==> src/rtl/fifo_pkg.sv <==
// Shared helpers for the stream FIFO slice.
// Contents:
//   clog2_min1(n) - index width for an n-entry array, never less than 1 bit
//   cnt_width(d)  - width of a counter that must represent 0..d inclusive
package fifo_pkg;

    function automatic int clog2_min1(input int n);
        int r;
        r = $clog2(n);
        return (r < 1) ? 1 : r;
    endfunction

    function automatic int cnt_width(input int depth);
        return $clog2(depth) + 1;
    endfunction

    localparam int DEFAULT_DEPTH = 16;
    localparam int DEFAULT_CNT_W = cnt_width(DEFAULT_DEPTH);

endpackage

==> src/rtl/fifo_mem.sv <==
// Circular storage behind the FIFO output register.
// Ports:
//   clk, rst_n           - clock, async active-low reset (address register only)
//   wr_en/wr_addr/wr_data - single write port
//   rd_addr              - next read address, captured at the clock edge
//   rd_data              - word at the captured read address
// The array itself carries no reset so it maps onto RAM resources.
module fifo_mem #(
    parameter int DATA_WIDTH = 8,
    parameter int ENTRIES    = 15,
    parameter int ADDR_W     = 4
) (
    input  logic                  clk,
    input  logic                  rst_n,
    input  logic                  wr_en,
    input  logic [ADDR_W-1:0]     wr_addr,
    input  logic [DATA_WIDTH-1:0] wr_data,
    input  logic [ADDR_W-1:0]     rd_addr,
    output logic [DATA_WIDTH-1:0] rd_data
);

    logic [DATA_WIDTH-1:0] mem [ENTRIES];
    logic [ADDR_W-1:0]     rd_addr_reg;

    always_ff @(posedge clk) begin
        if (wr_en) begin
            mem[wr_addr] <= wr_data;
        end
    end

    always_ff @(posedge clk or negedge rst_n) begin
        if (!rst_n) begin
            rd_addr_reg <= '0;
        end else begin
            rd_addr_reg <= rd_addr;
        end
    end

    // The registered address always equals the FIFO read pointer, so the head
    // word of memory is ready at the next edge for refilling the output register.
    assign rd_data = mem[rd_addr_reg];

endmodule

==> src/rtl/stream_fifo.sv <==
// Valid/ready stream FIFO with a registered output stage.
// Ports:
//   clk, rst_n         - clock, async active-low reset
//   flush              - synchronous clear of all contents (drops a same-cycle push)
//   s_valid/s_ready/s_data - upstream slave port (s_ready registered)
//   m_valid/m_ready/m_data - downstream master port (m_valid/m_data registered)
//   count, empty, full, almost_full - registered occupancy status
// Capacity is DEPTH words: DEPTH-1 in memory plus the output register.
module stream_fifo
    import fifo_pkg::*;
#(
    parameter int DATA_WIDTH   = 8,
    parameter int DEPTH        = 16,
    parameter int AFULL_THRESH = DEPTH - 2
) (
    input  logic                   clk,
    input  logic                   rst_n,
    input  logic                   flush,
    input  logic                   s_valid,
    output logic                   s_ready,
    input  logic [DATA_WIDTH-1:0]  s_data,
    output logic                   m_valid,
    input  logic                   m_ready,
    output logic [DATA_WIDTH-1:0]  m_data,
    output logic [$clog2(DEPTH):0] count,
    output logic                   empty,
    output logic                   full,
    output logic                   almost_full
);

    localparam int MEM_DEPTH = DEPTH - 1;
    localparam int CNT_W     = cnt_width(DEPTH);
    localparam int PTR_W     = clog2_min1(MEM_DEPTH);

    localparam logic [PTR_W-1:0] PTR_LAST  = PTR_W'(MEM_DEPTH - 1);
    localparam logic [CNT_W-1:0] CNT_FULL  = CNT_W'(DEPTH);
    localparam logic [CNT_W-1:0] CNT_AFULL = CNT_W'(AFULL_THRESH);

    generate
        if ((DEPTH < 4) || ((DEPTH & (DEPTH - 1)) != 0)) begin : g_bad_depth
            $error("stream_fifo: DEPTH must be a power of two and at least 4");
        end
        if ((AFULL_THRESH < 1) || (AFULL_THRESH > DEPTH)) begin : g_bad_afull
            $error("stream_fifo: AFULL_THRESH must lie in 1..DEPTH");
        end
        if (DATA_WIDTH < 1) begin : g_bad_width
            $error("stream_fifo: DATA_WIDTH must be at least 1");
        end
    endgenerate

    typedef enum logic {ST_INIT, ST_RUN} state_t;

    state_t                state_reg, state_next;
    logic [PTR_W-1:0]      wr_ptr_reg, wr_ptr_next;
    logic [PTR_W-1:0]      rd_ptr_reg, rd_ptr_next;
    logic [CNT_W-1:0]      count_reg, count_next;
    logic                  m_valid_reg, m_valid_next;
    logic [DATA_WIDTH-1:0] m_data_reg, m_data_next;
    logic                  s_ready_reg, s_ready_next;
    logic                  empty_reg, empty_next;
    logic                  full_reg, full_next;
    logic                  afull_reg, afull_next;

    logic                  push, pop;
    logic                  mem_has_data;
    logic                  load_out;
    logic                  mem_wr_en;
    logic [DATA_WIDTH-1:0] mem_rd_data;

    function automatic logic [PTR_W-1:0] ptr_inc(input logic [PTR_W-1:0] p);
        return (p == PTR_LAST) ? '0 : p + 1'b1;
    endfunction

    assign push = s_valid && s_ready_reg;
    assign pop  = m_valid_reg && m_ready;

    // Memory holds count minus whatever sits in the output register.
    assign mem_has_data = count_reg > {{(CNT_W-1){1'b0}}, m_valid_reg};
    // Output register may take a new word when it is empty or being drained.
    assign load_out     = !m_valid_reg || pop;
    // A push bypasses memory only when the output register is free and memory
    // is empty; otherwise it lands in memory behind the older words.
    assign mem_wr_en    = push && !flush && !(load_out && !mem_has_data);

    always_comb begin
        state_next   = state_reg;
        wr_ptr_next  = wr_ptr_reg;
        rd_ptr_next  = rd_ptr_reg;
        count_next   = count_reg;
        m_valid_next = m_valid_reg;
        m_data_next  = m_data_reg;
        s_ready_next = s_ready_reg;

        case (state_reg)
            ST_INIT: begin
                // First edge after reset release opens the input.
                state_next   = ST_RUN;
                s_ready_next = 1'b1;
            end
            default: begin
                if (flush) begin
                    wr_ptr_next  = '0;
                    rd_ptr_next  = '0;
                    count_next   = '0;
                    m_valid_next = 1'b0;
                    s_ready_next = 1'b1;
                end else begin
                    if (load_out) begin
                        if (mem_has_data) begin
                            m_data_next  = mem_rd_data;
                            m_valid_next = 1'b1;
                            rd_ptr_next  = ptr_inc(rd_ptr_reg);
                        end else if (push) begin
                            m_data_next  = s_data;
                            m_valid_next = 1'b1;
                        end else begin
                            m_valid_next = 1'b0;
                        end
                    end
                    if (mem_wr_en) begin
                        wr_ptr_next = ptr_inc(wr_ptr_reg);
                    end
                    case ({push, pop})
                        2'b10:   count_next = count_reg + 1'b1;
                        2'b01:   count_next = count_reg - 1'b1;
                        default: count_next = count_reg;
                    endcase
                    s_ready_next = (count_next != CNT_FULL);
                end
            end
        endcase

        empty_next = (count_next == '0);
        full_next  = (count_next == CNT_FULL);
        afull_next = (count_next >= CNT_AFULL);
    end

    always_ff @(posedge clk or negedge rst_n) begin
        if (!rst_n) begin
            state_reg   <= ST_INIT;
            wr_ptr_reg  <= '0;
            rd_ptr_reg  <= '0;
            count_reg   <= '0;
            m_valid_reg <= 1'b0;
            m_data_reg  <= '0;
            s_ready_reg <= 1'b0;
            empty_reg   <= 1'b1;
            full_reg    <= 1'b0;
            afull_reg   <= 1'b0;
        end else begin
            state_reg   <= state_next;
            wr_ptr_reg  <= wr_ptr_next;
            rd_ptr_reg  <= rd_ptr_next;
            count_reg   <= count_next;
            m_valid_reg <= m_valid_next;
            m_data_reg  <= m_data_next;
            s_ready_reg <= s_ready_next;
            empty_reg   <= empty_next;
            full_reg    <= full_next;
            afull_reg   <= afull_next;
        end
    end

    fifo_mem #(
        .DATA_WIDTH (DATA_WIDTH),
        .ENTRIES    (MEM_DEPTH),
        .ADDR_W     (PTR_W)
    ) u_mem (
        .clk     (clk),
        .rst_n   (rst_n),
        .wr_en   (mem_wr_en),
        .wr_addr (wr_ptr_reg),
        .wr_data (s_data),
        .rd_addr (rd_ptr_next),
        .rd_data (mem_rd_data)
    );

    assign s_ready     = s_ready_reg;
    assign m_valid     = m_valid_reg;
    assign m_data      = m_data_reg;
    assign count       = count_reg;
    assign empty       = empty_reg;
    assign full        = full_reg;
    assign almost_full = afull_reg;

endmodule

==> config.mk <==
export PLATFORM = sky130hd
export DESIGN_NAME = stream_fifo
export DESIGN_NICKNAME = d
export VERILOG_FILES = /design/src/rtl/fifo_pkg.sv /design/src/rtl/fifo_mem.sv /design/src/rtl/stream_fifo.sv
export SDC_FILE = /design/constraint.sdc
export NUM_CORES = 1
export LEC_CHECK = 0
export CAP_MARGIN = 20
export CORE_MARGIN = 2
export CORE_UTILIZATION = 25
export DETAILED_ROUTE_END_ITERATION = 8
export GPL_ROUTABILITY_DRIVEN = 0
export MAX_ROUTING_LAYER = met4
export SLEW_MARGIN = 20
export SYNTH_ARGS = -nofsm -noshare
export SYNTH_HDL_FRONTEND = slang
export SYNTH_SLANG_ARGS = --single-unit
==> constraint.sdc <==
create_clock -name clk -period 4 [get_ports clk]
set_input_delay 0.4 -clock clk [delete_from_list [all_inputs] [get_ports clk]]
set_output_delay 0.4 -clock clk [all_outputs]
set_load 0.02 [all_outputs]
==> results_dict.tcl <==
set metrics [dict create \
    cts_setup_buffers 0 \
    cts-resized-gates 0 \
    clockPowerShare_pct 30.9 \
    worstSetupPathType "reg -> reg" \
    clock.fmax_ghz 0.330 \
    drt-total-wl_microns 13100 \
    route.detailed.drc 0 \
    ff_latch_area_sq_um 4280 \
    multi_input_area_sq_um 1860 \
    largest_register_ffs 120 \
    grt_pass1_wl_microns 20800 \
    period_minus_slack_ns 3.03 \
    grt_max_degree 46 \
    wl_per_cell_microns 16.9 \
    synth.avg_cell_area_sq_um 15.7 \
    postCtsHoldBufs 0 \
    dpl.hpwl_microns 8430 \
    synthesis.nets 424 \
    syn-cell-area_sq_um 6360 \
    rows 58 \
    tns_ns 0 \
    synth_top_area_cell "edfxtp_1" \
    maxSlewHeadroom_pct 39.3 \
    outcome "finished, final reports clean" \
    die_area_sq_um 26700 \
    die_h_microns 164 \
    post-synth-top-area-fraction_pct 56.6 \
    detail-route-antenna-nets 0 \
    vias_per_cell 4.58 \
    cts_root_buffer "clkbuf_16" \
    r2r_start "count[0]" \
    power.switching_mw 1.47 \
    drtPass1Iterations 5 \
    placedInstanceArea_sq_um 6950 \
    cp-startpoint "count[0]" \
    arrival_ns 3.07 \
    clock-sinks 147 \
    grt_overflow_total 0 \
    vias 3551 \
    finClkSkew_ns 0.00862 \
    grt_usage_pct 10.7 \
    sw_frac_of_total_pct 31.2 \
    cp-endpoint "u_mem.mem[5][2]" \
    r2r-end "u_mem.mem[5][2]" \
    synth_edf_count 120 \
    yosys-top-cells-area "edfxtp_1 (57%), dfrtp_1 (10%), mux4_2 (8.1%), mux2i_1 (1.9%), nand2_1 (1.4%)" \
    antenna_found_initial 0 \
    setup_viol 0 \
    cp_max_fo 8 \
    ff2ff_setup_slack_ns 0.97 \
    finalNetCount 452 \
    areaGrowthSynthToFinish_pct 17.7 \
    power_frac_seq_pct 42.1 \
    port_buffers 30 \
    diodes 0 \
    min_period_over_period_pct 75.7 \
    cp-start-kind "flip-flop" \
    async_flop_share_pct 18.4 \
    core_area_sq_um 25100 \
    worst_pin_slew_ns 0.907 \
    syn_inst 405 \
    yosysSeqAreaShare_pct 67.3 \
    ys_types 58 \
    worst_r2r_path_depth 6 \
    hold_violations 0 \
    synth_top_flop_cell "edfxtp_1" \
    required_ns 4.04 \
    clkSlewWorstSetupHoldPaths_ns 0.06 \
    fill_cells 2507 \
    p_int_mw 3.25 \
    grt_pass1_vias 3604 \
    maxCapViolations 0 \
    drt_iter0_drc 364 \
    utilization_pct 29.8 \
    cts_tree "done" \
    clockBufferDepth 2 \
    clk-insertion-delay-late_ns 0.42 \
    yosys_warnings 0 \
    numCtsBuffers 17 \
    final_cell_mix "edfxtp_1 (120), clkdlybuf4s50_1 (30), dfrtp_1 (25), nand2_1 (24)" \
    cellLeakagePower_nw 2.46 \
    cts-htree-levels 4 \
    ys_seq_elements 147 \
    hold_class "in -> async" \
    ir_worst_vdd_mv 0.449 \
    start_util_pct 25.3 \
    rsz0062_at_grt "no" \
    p_per_area_nw_per_um2 631 \
    p_comb_share_pct 27.1 \
    layout_commonest_cell "edfxtp_1" \
    drive_above_1_share_pct 15.1 \
    final_cell_area_sq_um 7490 \
    report.final.slew_viol_count 0 \
    endpoint_kind "flip-flop" \
    die_w_microns 164 \
    ios 31 \
]
-- critical path, stage by stage, from the launching register on --
cell	delay (ns)
dfrtp_1	0.49
inv_1	0.11
ha_1	0.29
nor2_1	0.41
o41ai_4	0.15
or4_1	0.51
nor2_1	0.69
-- synth_stat cells (2+ instances only) --
library cell	count
a21o_1	5
a21oi_1	5
a221oi_1	7
a22o_1	9
a31o_1	3
and2_1	3
buf_2	7
buf_6	5
clkbuf_1	13
dfrtp_1	26
edfxtp_1	120
ha_1	6
inv_1	10
mux2i_1	12
mux4_2	23
nand2_1	24
nand2b_1	5
nand3_1	8
nand3b_1	3
nor2_1	23
nor2b_1	6
nor3_1	11
nor4_1	2
o211ai_1	8
o21a_1	7
o21ai_0	16
o22ai_1	2
or3_1	3
or4_1	2
xnor2_1	3
-- area by class of cell --
cell class                      instances  share of cell area (%)
Clock buffer                           18                    5.73
Clock inverter                         13                    1.50
Inverter                               10                   0.501
Multi-Input combinational cell        220                    24.8
Sequential cell                       147                    57.2
Tap cell                              330                    5.51
Timing Repair Buffer                   37                    4.71
-- how the worst min path moves through the flow --
stage,endpoint,cells past startpoint
finish,full,2
global route,full,2
CTS,count[3],2
detailed placement,m_data[7],1
global placement,m_data[5],1
floorplan,almost_full,0
-- power groups by stage --
stage / Clock, mW / Sequential [mW] / Combinational, mW
after floorplan: 0 / 1.98 / 0.990
after global placement: 0 / 2.02 / 1.27
after detailed placement: 0 / 2.03 / 1.29
after CTS: 1.48 / 2.00 / 1.30
after global routing: 1.56 / 2.02 / 1.39
final: 1.46 / 1.99 / 1.28
-- routing by layer --
metal / track usage (%) / part of all wire, %
met1: 14.2 / 45
met2: 15.9 / 48
met3: 3.17 / 5.8
met4: 3.39 / 1.4
met5: - / 0
-- per-stage QoR --
step                      hold slack (ns)  total power [mW]  instances  setup slack (ns)
final                               0.373              4.72        775             0.973
after global routing                0.408              4.97        775             0.773
after CTS                           0.385              4.77        775             0.944
after detailed placement            0.483              3.32        744             0.901
after global placement              0.478              3.29        744             0.954
after floorplan                     0.104              2.97        405              1.15
-- cell families (layout without fill, tap and decap cells) --
kind of cell	count (synthesis)	in the layout	synth area share [%]
AO/OA/AOI/OAI	77	77	9.64
buffers and inverters	38	78	3.46
multiplexers	36	36	10.2
flip-flops	147	147	67.3
XOR/XNOR	4	4	0.551
other	1	1	0.0590
adder cells (fa/ha/maj)	6	6	1.18
AND/OR/NAND/NOR	96	96	7.61
Note: power is estimated with default switching activity, not from simulation.
